[config.mk]
export PLATFORM = sky130hd
export DESIGN_NAME = hazard_stall_controller_flat
export DESIGN_NICKNAME = d
export VERILOG_FILES = /design/src/rtl/hazard_stall_controller_pkg.sv /design/src/rtl/hazard_stall_controller_if.sv /design/src/rtl/hazard_stall_controller_sat_counter.sv /design/src/rtl/hazard_stall_controller.sv /design/src/flat_wrapper.sv
export SDC_FILE = /design/constraint.sdc
export NUM_CORES = 1
export LEC_CHECK = 0
export ABC_AREA = 1
export CAP_MARGIN = 10
export CORE_ASPECT_RATIO = 1.25
export CORE_MARGIN = 2
export CORE_UTILIZATION = 35
export DETAILED_ROUTE_END_ITERATION = 6
export GPL_TIMING_DRIVEN = 0
export HOLD_SLACK_MARGIN = 0.02
export PLACE_DENSITY = 0.6
export SETUP_SLACK_MARGIN = 0.4
export SLEW_MARGIN = 0
export SYNTH_ARGS = -nofsm -noshare
export SYNTH_HDL_FRONTEND = slang
export SYNTH_HIERARCHICAL = 1
export SYNTH_SLANG_ARGS = --single-unit
[constraint.sdc]
create_clock -name clk -period 3.6 [get_ports clk]
set_input_delay 0.36 -clock clk [delete_from_list [all_inputs] [get_ports clk]]
set_output_delay 0.36 -clock clk [all_outputs]
set_load 0.03 [all_outputs]
[src/rtl/hazard_stall_controller_pkg.sv]
// rtl/hazard_stall_controller_pkg.sv - shared pipeline-control types and defaults
package hazard_stall_controller_pkg;

  localparam int REG_W_DEF = 4;
  localparam int CNT_W_DEF = 16;

  typedef enum logic [0:0] {
    RUN   = 1'b0,
    STALL = 1'b1
  } pipe_state_t;

endpackage

[src/rtl/hazard_stall_controller_if.sv]
// rtl/hazard_stall_controller_if.sv - ID-stage hazard inputs and pipeline-control outputs
interface hazard_stall_if #(
  parameter int REG_W = hazard_stall_controller_pkg::REG_W_DEF,
  parameter int CNT_W = hazard_stall_controller_pkg::CNT_W_DEF
);

  logic             id_valid;
  logic [REG_W-1:0] src_1;
  logic [REG_W-1:0] src_2;
  logic             two_src;
  logic             exe_wb_en;
  logic             exe_mem_read;
  logic [REG_W-1:0] exe_dest;
  logic             mem_wb_en;
  logic [REG_W-1:0] mem_dest;
  logic             fwd_en;
  logic             mem_req;
  logic             mem_ready;
  logic             branch_taken;

  logic             freeze;
  logic             stall_id;
  logic             bubble;
  logic             flush;
  logic             timeout;
  logic [CNT_W-1:0] stall_cnt;
  logic [CNT_W-1:0] freeze_cnt;

  modport master (
    output id_valid, src_1, src_2, two_src, exe_wb_en, exe_mem_read, exe_dest,
           mem_wb_en, mem_dest, fwd_en, mem_req, mem_ready, branch_taken,
    input  freeze, stall_id, bubble, flush, timeout, stall_cnt, freeze_cnt
  );

  modport slave (
    input  id_valid, src_1, src_2, two_src, exe_wb_en, exe_mem_read, exe_dest,
           mem_wb_en, mem_dest, fwd_en, mem_req, mem_ready, branch_taken,
    output freeze, stall_id, bubble, flush, timeout, stall_cnt, freeze_cnt
  );

endinterface

[src/rtl/hazard_stall_controller_sat_counter.sv]
// rtl/hazard_stall_controller_sat_counter.sv - saturating up-counter with synchronous clear
module sat_counter #(
  parameter int W = 16
) (
  input  logic         clk,
  input  logic         rst,
  input  logic         inc,
  input  logic         clear,
  output logic [W-1:0] count
);

  always_ff @(posedge clk) begin
    if (!rst) begin
      count <= '0;
    end else if (clear) begin
      count <= '0;
    end else if (inc && !(&count)) begin
      count <= count + 1'b1;
    end
  end

endmodule

[src/rtl/hazard_stall_controller.sv]
// rtl/hazard_stall_controller.sv - RAW/load-use stall, branch flush and memory-wait freeze control
module hazard_stall_controller
  import hazard_stall_controller_pkg::*;
#(
  parameter int REG_W        = REG_W_DEF,
  parameter int LOAD_USE_CYC = 1,
  parameter int MAX_WAIT     = 255,
  parameter int CNT_W        = CNT_W_DEF
) (
  input  logic          clk,
  input  logic          rst,
  hazard_stall_if.slave bus
);

  localparam int LU_W   = (LOAD_USE_CYC > 1) ? $clog2(LOAD_USE_CYC) : 1;
  localparam int WAIT_W = $clog2(MAX_WAIT + 1);

  pipe_state_t      state_q, state_d;
  logic [LU_W-1:0]  lu_cnt_q, lu_cnt_d;
  logic [WAIT_W-1:0] wait_cnt;
  logic             timeout_q;

  logic m_exe, m_mem, hz;
  logic freeze_c, stall_c, bubble_c, flush_c;

  assign m_exe = bus.id_valid & bus.exe_wb_en &
                 ((bus.src_1 == bus.exe_dest) | (bus.two_src & (bus.src_2 == bus.exe_dest)));
  assign m_mem = bus.id_valid & bus.mem_wb_en &
                 ((bus.src_1 == bus.mem_dest) | (bus.two_src & (bus.src_2 == bus.mem_dest)));
  assign hz    = bus.fwd_en ? (m_exe & bus.exe_mem_read) : (m_exe | m_mem);

  always_ff @(posedge clk) begin
    if (!rst) begin
      state_q  <= RUN;
      lu_cnt_q <= '0;
    end else begin
      state_q  <= state_d;
      lu_cnt_q <= lu_cnt_d;
    end
  end

  // Priority: freeze holds everything, then a taken branch, then the hazard FSM.
  always_comb begin
    state_d  = state_q;
    lu_cnt_d = lu_cnt_q;
    freeze_c = 1'b0;
    stall_c  = 1'b0;
    bubble_c = 1'b0;
    flush_c  = 1'b0;
    if (rst) begin
      freeze_c = bus.mem_req & ~bus.mem_ready;
      if (freeze_c) begin
        state_d = state_q;
      end else if (bus.branch_taken) begin
        flush_c  = 1'b1;
        state_d  = RUN;
        lu_cnt_d = '0;
      end else begin
        unique case (state_q)
          RUN: begin
            if (hz) begin
              stall_c  = 1'b1;
              bubble_c = 1'b1;
              if (bus.fwd_en && (LOAD_USE_CYC > 1)) begin
                state_d  = STALL;
                lu_cnt_d = LU_W'(LOAD_USE_CYC - 1);
              end
            end
          end
          STALL: begin
            stall_c  = 1'b1;
            bubble_c = 1'b1;
            lu_cnt_d = lu_cnt_q - 1'b1;
            if (lu_cnt_q == LU_W'(1)) begin
              state_d = RUN;
            end
          end
          default: begin
            state_d  = RUN;
            lu_cnt_d = '0;
          end
        endcase
      end
    end
  end

  sat_counter #(.W(WAIT_W)) u_wait_cnt (
    .clk   (clk),
    .rst   (rst),
    .inc   (freeze_c),
    .clear (~freeze_c),
    .count (wait_cnt)
  );

  // Sticky: set on the edge where the wait count reaches MAX_WAIT.
  always_ff @(posedge clk) begin
    if (!rst) begin
      timeout_q <= 1'b0;
    end else if (freeze_c && (wait_cnt == WAIT_W'(MAX_WAIT - 1))) begin
      timeout_q <= 1'b1;
    end
  end

  sat_counter #(.W(CNT_W)) u_stall_cnt (
    .clk   (clk),
    .rst   (rst),
    .inc   (bubble_c),
    .clear (1'b0),
    .count (bus.stall_cnt)
  );

  sat_counter #(.W(CNT_W)) u_freeze_cnt (
    .clk   (clk),
    .rst   (rst),
    .inc   (freeze_c),
    .clear (1'b0),
    .count (bus.freeze_cnt)
  );

  assign bus.freeze   = freeze_c;
  assign bus.stall_id = stall_c;
  assign bus.bubble   = bubble_c;
  assign bus.flush    = flush_c;
  assign bus.timeout  = timeout_q;

endmodule

[src/flat_wrapper.sv]
// flat-port wrapper written by rule: the top's interface ports become plain ports
module hazard_stall_controller_flat import hazard_stall_controller_pkg::*;
#(
  parameter int REG_W        = REG_W_DEF,
  parameter int LOAD_USE_CYC = 1,
  parameter int MAX_WAIT     = 255,
  parameter int CNT_W        = CNT_W_DEF
)
  (clk, rst, bus_id_valid, bus_src_1, bus_src_2, bus_two_src, bus_exe_wb_en, bus_exe_mem_read, bus_exe_dest, bus_mem_wb_en, bus_mem_dest, bus_fwd_en, bus_mem_req, bus_mem_ready, bus_branch_taken, bus_freeze, bus_stall_id, bus_bubble, bus_flush, bus_timeout, bus_stall_cnt, bus_freeze_cnt);
  hazard_stall_if #(.REG_W(REG_W), .CNT_W(CNT_W)) bus_i ();
  input  logic clk;
  input  logic rst;
  input wire logic [$bits(bus_i.id_valid)-1:0] bus_id_valid;
  input wire logic [$bits(bus_i.src_1)-1:0] bus_src_1;
  input wire logic [$bits(bus_i.src_2)-1:0] bus_src_2;
  input wire logic [$bits(bus_i.two_src)-1:0] bus_two_src;
  input wire logic [$bits(bus_i.exe_wb_en)-1:0] bus_exe_wb_en;
  input wire logic [$bits(bus_i.exe_mem_read)-1:0] bus_exe_mem_read;
  input wire logic [$bits(bus_i.exe_dest)-1:0] bus_exe_dest;
  input wire logic [$bits(bus_i.mem_wb_en)-1:0] bus_mem_wb_en;
  input wire logic [$bits(bus_i.mem_dest)-1:0] bus_mem_dest;
  input wire logic [$bits(bus_i.fwd_en)-1:0] bus_fwd_en;
  input wire logic [$bits(bus_i.mem_req)-1:0] bus_mem_req;
  input wire logic [$bits(bus_i.mem_ready)-1:0] bus_mem_ready;
  input wire logic [$bits(bus_i.branch_taken)-1:0] bus_branch_taken;
  output wire logic [$bits(bus_i.freeze)-1:0] bus_freeze;
  output wire logic [$bits(bus_i.stall_id)-1:0] bus_stall_id;
  output wire logic [$bits(bus_i.bubble)-1:0] bus_bubble;
  output wire logic [$bits(bus_i.flush)-1:0] bus_flush;
  output wire logic [$bits(bus_i.timeout)-1:0] bus_timeout;
  output wire logic [$bits(bus_i.stall_cnt)-1:0] bus_stall_cnt;
  output wire logic [$bits(bus_i.freeze_cnt)-1:0] bus_freeze_cnt;
  assign bus_i.id_valid = bus_id_valid;
  assign bus_i.src_1 = bus_src_1;
  assign bus_i.src_2 = bus_src_2;
  assign bus_i.two_src = bus_two_src;
  assign bus_i.exe_wb_en = bus_exe_wb_en;
  assign bus_i.exe_mem_read = bus_exe_mem_read;
  assign bus_i.exe_dest = bus_exe_dest;
  assign bus_i.mem_wb_en = bus_mem_wb_en;
  assign bus_i.mem_dest = bus_mem_dest;
  assign bus_i.fwd_en = bus_fwd_en;
  assign bus_i.mem_req = bus_mem_req;
  assign bus_i.mem_ready = bus_mem_ready;
  assign bus_i.branch_taken = bus_branch_taken;
  assign bus_freeze = bus_i.freeze;
  assign bus_stall_id = bus_i.stall_id;
  assign bus_bubble = bus_i.bubble;
  assign bus_flush = bus_i.flush;
  assign bus_timeout = bus_i.timeout;
  assign bus_stall_cnt = bus_i.stall_cnt;
  assign bus_freeze_cnt = bus_i.freeze_cnt;
  hazard_stall_controller #(.REG_W(REG_W), .LOAD_USE_CYC(LOAD_USE_CYC), .MAX_WAIT(MAX_WAIT), .CNT_W(CNT_W)) u_core (.clk(clk), .rst(rst), .bus(bus_i));
endmodule
Yosys cells after proc, flatten, opt, wreduce, memory -nomap -nowiden

Cells that the tools add are included.

Register bits: 43
Bits in latches: 0
RAM bits: 0
ROM bits: 0
Input bits: 27
Output and inout port bits: 37
Word-level logic and storage cells: 57
Memories: 0

Add/subtract/negate cells: 4
$mul: 0
Div/mod/pow operators: 0
$lt $le $gt $ge: 0
Equality and inequality tests: 5
Shift operators: 0
Multiplexer cells: 15
Bitwise operators: 14
Reduce and logical (&&, ||, !) cells: 13

Operators with widths:

| kind                                           | number |
|---|---|
| adder 16 x 1 -> 16 bit (second input constant) | 2 |
| AND reduction 16 bit                           | 2 |
| equality test 4 bit                            | 4 |
| two-way mux 1 bit                              | 14 |
| adder 8 x 1 -> 8 bit (second input constant)   | 1 |
| AND 1 bit                                      | 8 |
| equality test 8 bit (second input constant)    | 1 |
| AND reduction 8 bit                            | 1 |
| logical AND 1 bit                              | 4 |
| AND reduction 2 bit                            | 2 |
| zero test 1 bit                                | 3 |
| inverter 1 bit                                 | 3 |
| OR 1 bit                                       | 3 |
| one-hot mux 1 bit (2 select lines)             | 1 |
| nonzero test 2 bit                             | 1 |
| subtractor 1 bit (second input constant)       | 1 |

Depth between registers and ports, before layout

Depth in word-level cells: 12
Depth in mapped cells: 18
Depth with buffers taken out: 18

Modules after synthesis

The synthesis kept the hierarchy.

By module, submodules not included:

| module                                 | instances | cells an instance | area each (um2) | seq. area each (um2) |
|---|---|---|---|---|
| sat_counter at u_core.u_freeze_cnt ... | 2         | 158               | 991.0           | 320.3 |
| sat_counter at u_core.u_wait_cnt       | 1         | 72                | 490.5           | 160.2 |
| hazard_stall_controller                | 1         | 90                | 476.7           | 60.1 |

Least setup slack after synthesis

OpenSTA, ideal clock, no wires.

Kind: input to register
Start point: input port bus_src_2[0]
End point: register u_core.u_stall_cnt.count[7]
Setup time: 0.116 ns
Arrival: 1.814 ns
Required time: 3.484 ns
Setup slack: 1.670 ns
Cell stages on the path: 16
Path buffers: 0
Cell sequence: inv_1 -> nor2_1 -> nor2_2 -> nand3_1 -> nand2_1 -> nand2_1 -> nand3_1 -> nand2_1 -> inv_1 -> inv_2 -> nor2_1 -> nand2_1 -> nor2_1 -> nand3_1 -> nand2_1 -> nor2_1

Longest elaborated chain between the ends: 12
Elaborated cells on any way between the ends: 17
Classes of those cells: eq/ne: 2; mux: 6; bitwise: 8; reduce/logical: 1

RTL lines:

| item                                          | line                                                         | source |
|---|---|---|
| start: declaration                            | flat_wrapper.sv:15                                           | `input wire logic [$bits(bus_i.src_2)-1:0] bus_src_2;` |
| equality test 4 bit, on equally long branches | hazard_stall_controller.sv:27, hazard_stall_controller.sv:29 |  |
| AND 1 bit, on equally long branches           | hazard_stall_controller.sv:27, hazard_stall_controller.sv:29 |  |
| OR 1 bit, on equally long branches            | hazard_stall_controller.sv:27, hazard_stall_controller.sv:29 |  |
| AND 1 bit, on equally long branches           | hazard_stall_controller.sv:26, hazard_stall_controller.sv:28 |  |
| OR 1 bit or AND 1 bit (tied branches)         | hazard_stall_controller.sv:30                                | `assign hz = bus.fwd_en ? (m_exe & bus.exe_mem_read) : (m_exe \| m_mem);` |
| two-way mux 1 bit (*)                         | hazard_stall_controller.sv:30                                |  |
| two-way mux 1 bit (*)                         | hazard_stall_controller.sv:61                                | `if (hz) begin` |
| one-hot mux 1 bit (2 select lines) (*)        | hazard_stall_controller.sv:59                                | `unique case (state_q)` |
| two-way mux 1 bit (*)                         | hazard_stall_controller.sv:54                                | `end else if (bus.branch_taken) begin` |
| two-way mux 1 bit (*)                         | hazard_stall_controller.sv:52                                | `if (freeze_c) begin` |
| two-way mux 1 bit (*)                         | hazard_stall_controller.sv:50                                | `if (rst) begin` |
| named net bus_bubble                          | flat_wrapper.sv:28                                           | `output wire logic [$bits(bus_i.bubble)-1:0] bus_bubble;` |
| logical AND 1 bit (*)                         | hazard_stall_controller_sat_counter.sv:17                    | `end else if (inc && !(&count)) begin` |
| end signal: assignment                        | hazard_stall_controller_sat_counter.sv:18                    | `count <= count + 1'b1;` |
| end: declaration                              | hazard_stall_controller_sat_counter.sv:9                     | `output logic [W-1:0] count` |

The timed path passes the listed nets; every way through them passes the cells marked *.
A chain may end at the register's enable or synchronous reset.

Worst setup path after layout

Start point: input port bus_exe_dest[1]
End point: output port bus_stall_id

Longest elaborated chain between the ends: 11
Elaborated cells on any way between the ends: 13
Classes of those cells: eq/ne: 2; mux: 6; bitwise: 5

RTL lines:

| item                                   | line                          | source |
|---|---|---|
| start: declaration                     | flat_wrapper.sv:19            | `input wire logic [$bits(bus_i.exe_dest)-1:0] bus_exe_dest;` |
| equality test 4 bit                    | hazard_stall_controller.sv:27 | `((bus.src_1 == bus.exe_dest) \| (bus.two_src & (bus.src_2 == bus.exe_dest)));` |
| AND 1 bit                              | hazard_stall_controller.sv:27 |  |
| OR 1 bit (*)                           | hazard_stall_controller.sv:27 |  |
| AND 1 bit (*)                          | hazard_stall_controller.sv:26 | `assign m_exe = bus.id_valid & bus.exe_wb_en &` |
| OR 1 bit or AND 1 bit (tied branches)  | hazard_stall_controller.sv:30 |  |
| two-way mux 1 bit (*)                  | hazard_stall_controller.sv:30 |  |
| two-way mux 1 bit (*)                  | hazard_stall_controller.sv:61 |  |
| one-hot mux 1 bit (2 select lines) (*) | hazard_stall_controller.sv:59 |  |
| two-way mux 1 bit (*)                  | hazard_stall_controller.sv:54 |  |
| two-way mux 1 bit (*)                  | hazard_stall_controller.sv:52 |  |
| two-way mux 1 bit (*)                  | hazard_stall_controller.sv:50 |  |
| end: declaration                       | flat_wrapper.sv:27            | `output wire logic [$bits(bus_i.stall_id)-1:0] bus_stall_id;` |

Mark *: on every way between the ends. The rest lies on a longest branch, timed or not.

==> results.ini <==
[status]
status = completed

[global_routing]
grt_max_degree = 14
first_global_vias = 2949
gr-usage-all-layers = 0.1655
grt_pass1_wl_mm = 12.66
overflow = 0
number_of_antenna_violations_at_the_first_check_in_global_routing = 0

[detailed_routing]
drcViolationCount = 0
viasPerCell = 4.757
detail_route.wl_per_cell_microns = 11.06
detailedRoute.firstPassIterationCount = 5
route.antenna.remaining_nets = 0
totalWireLength_mm = 7.155
drt_iter0_markers = 87
dr_total_vias = 3078

[hold_path]
hold_path_startpoint = u_core/bus.timeout$_SDFFE_PN0P_
hold_end = u_core/bus.timeout$_SDFFE_PN0P_
min-delay-path-class = reg -> reg
min_path_cells = 2

[logic_synthesis]
post_synth_instance_area_sq_mm = 0.002949
ys_seq_area_frac = 0.2919
synth_cell_type_count = 32
synthesis.yosys.warnings = 6
synth_seq_cells = 43
synthesis.area_per_instance_sq_um = 6.170
synthesis.instances = 478

[critical_path]
required_ns = 3.24
ff2ff_setup_slack_ns = 1.94
critical_path.endpoint_type = primary output
worst_r2r_startpoint = u_core/state_q$_SDFFE_PN0N_
critPathLaunchType = input pin
crit_path_max_incr_delay_ns = 0.65
timing.critical_path.cells = clkdlybuf4s50_1 -> inv_1 -> nand2_1 -> nand2_1 -> nor2_1 -> nand2_1 -> nand2_1 -> nand2_1 -> nand3_1 -> nand2_1 -> inv_1 -> buf_4 -> clkdlybuf4s50_1
path_max_fanout = 8
timing.critical_path.slowest_stage_cell = sky130_fd_sc_hd__clkdlybuf4s50_1
worst-setup-path-type = in -> out
worstPathArrival_ns = 2.54
crit-reg2reg-capture = u_core/u_stall_cnt/count[7]$_SDFFE_PP0P_
worst_path_most_repeated_cell = sky130_fd_sc_hd__nand2_1
reg2regPathDepth = 11

[clock_tree]
tritoncts_buffers = 5
path_clk_slew_ns = 0.08
cts_num_sinks = 43
post_cts_buffers = 0
maximum_buffer_depth_of_the_clock_tree = 2
clkLatencyLatePin_ns = 0.29
count_of_hold_fix_buffers_inserted_at_cts = 0
postCtsResizedCells = 0
cts.root.buffer_cell = sky130_fd_sc_hd__clkbuf_8
clock_tree.htree_level_count = 2
clock_tree_from_tritoncts = done

[final_layout]
diodes = 0
ff_latch_area_sq_um = 860.8
total_area_of_multi_input_combinational_cells_sq_mm = 0.001770
area_growth_syn_to_layout_pct = 28.47
fillerInstances = 866
final_nets = 579
drive_above_1_share = 0.09455

[timing]
worst-slew-pin-transition_ns = 0.5513
clock_period_minus_worst_slack_ns = 2.899
totalNegativeSetupSlack_ns = 0
final.setup_skew_ns = 0.004138
holdWs_ns = 0.4651
final-max-slew-violation-count = 0
setup_viol_count_final = 0
grt_setup_unrepaired = false
post-route-period-util = 0.8054
max_freq_mhz = 344.9
hold_viol = 0
maxSlewHeadroom = 0.6311

[placed_design]
final_wtd_congestion = 0.8683
hpwlAfterDp_mm = 5.605
portBuffers = 63

[floorplanning]
design.die.area_sq_mm = 0.009181
io-pin-count = 64
fp.dieH_microns = 106.6
core_area_sq_mm = 0.008194
placement_rows = 37
floorplan.initialDensity = 0.3599
dieWidth_microns = 86.10

[pwr]
vdd_drop_max_mv = 0.1336
power.density_cell_area_mw_per_mm2 = 232.8
leakage_uw = 0.001594

[flow_run]
timing.max_cap.violations = 0

cells in the mapped netlist (all sizes together):
cell type,instances,area [sq um]
nand2,131,529.3
nor3,7,35.03
o21ai,8,40.03
xor2,6,52.55
a21oi,29,152.7
dfxtp,43,860.8
nand3b,2,15.01
xnor2,2,17.52
nor2,115,538.0
nand4,8,50.05
nand3,43,260.3
inv,66,247.7
conb,1,3.750
buf,6,60.05
ha,3,37.54
o31ai,1,7.510
clkinv,3,13.76
and3,2,12.51
nor3b,1,7.510
a211oi,1,7.510
registers in the layout (all words and copies together), names as in the netlist:
name                       flops
u_core/u_freeze_cnt/count     16
u_core/u_stall_cnt/count      16
u_core/u_wait_cnt/count        8
u_core/bus.timeout             1
u_core/lu_cnt_q                1
u_core/state_q                 1
through the flow:
stage	utilization	setup slack (ns)	instances	total power, uW	area [sq um]
4_1_cts	0.4624	0.7111	647	899.2	3789
3_5_place_dp	0.4521	0.7102	639	589.3	3705
2_1_floorplan	-	1.670	479	541.0	2953
6_report	0.4624	0.7006	647	882.2	3789
3_3_place_gp	0.4521	0.7333	639	587.8	3705
5_1_grt	0.4624	0.5658	647	930.9	3789
worst max-delay path, delay by kind of cell:
| kind | cells | cell delay (ns) |
|---|---|---|
| buffers and inverters | 5 | 1.63 |
| AND/OR/NAND/NOR | 8 | 0.53 |
routing by layer:
layer / routed length, microns / vias up / track usage
met5: 0 / - / 0
met4: 51 / 0 / 0.04649
met3: 215 / 4 / 0.02463
met2: 3762 / 48 / 0.3112
met1: 3127 / 1399 / 0.1905
li1: - / 1627 / -
kinds of logic after synthesis:
logic type | after synthesis | share of synthesized area
simple gates | 309 | 0.4909
buf+inv | 75 | 0.1090
flops | 43 | 0.2919
compound gates | 39 | 0.07043
xor+xnor | 8 | 0.02376
fa+ha+maj | 3 | 0.01273
other cells | 1 | 0.001272
how the worst max path moves through the flow:
stage                    startpoint                                        to  cells past startpoint
global placement    bus_exe_dest[1]                              bus_stall_id                     13
floorplan              bus_src_2[0]  u_core/u_stall_cnt/count[7]$_SDFFE_PP0P_                     16
CTS                 bus_exe_dest[3]                              bus_stall_id                     13
global route        bus_exe_dest[1]                              bus_stall_id                     13
detailed placement     bus_src_1[1]                              bus_stall_id                     13
finish              bus_exe_dest[1]                              bus_stall_id                     13
cells in the final DEF (no fill, tap or decap), drive strengths merged:
cell type      instances
nand2                131
nor2                 115
inv                   66
clkdlybuf4s50         63
dfxtp                 43
nand3                 43
a21oi                 29
nand4                  8
o21ai                  8
nor3                   7
xor2                   6
clkinv                 6
buf                    6
clkbuf                 5
ha                     3
xnor2                  2
conb                   2
nand3b                 2
and3                   2
a211oi                 1
nor3b                  1
o31ai                  1
area by class of cell:
| class | count | area share |
|---|---|---|
| multi-input cells | 361 | 0.4673 |
| flip-flops and latches | 43 | 0.2272 |
| well taps | 97 | 0.03203 |
| clock inverters | 3 | 0.003963 |
| repair buffers | 63 | 0.1664 |
| plain buffers | 6 | 0.01585 |
| inverters | 69 | 0.06902 |
| clock buffers | 5 | 0.01816 |
report_power, final:
part	total, uW	internal [uW]	switching (uW)
Sequential	477	476	0.853
Clock	305	133	172
Combinational	101	50.4	50.5
Total	882	659	223
No activity file was read; power rests on OpenSTA's default activity.
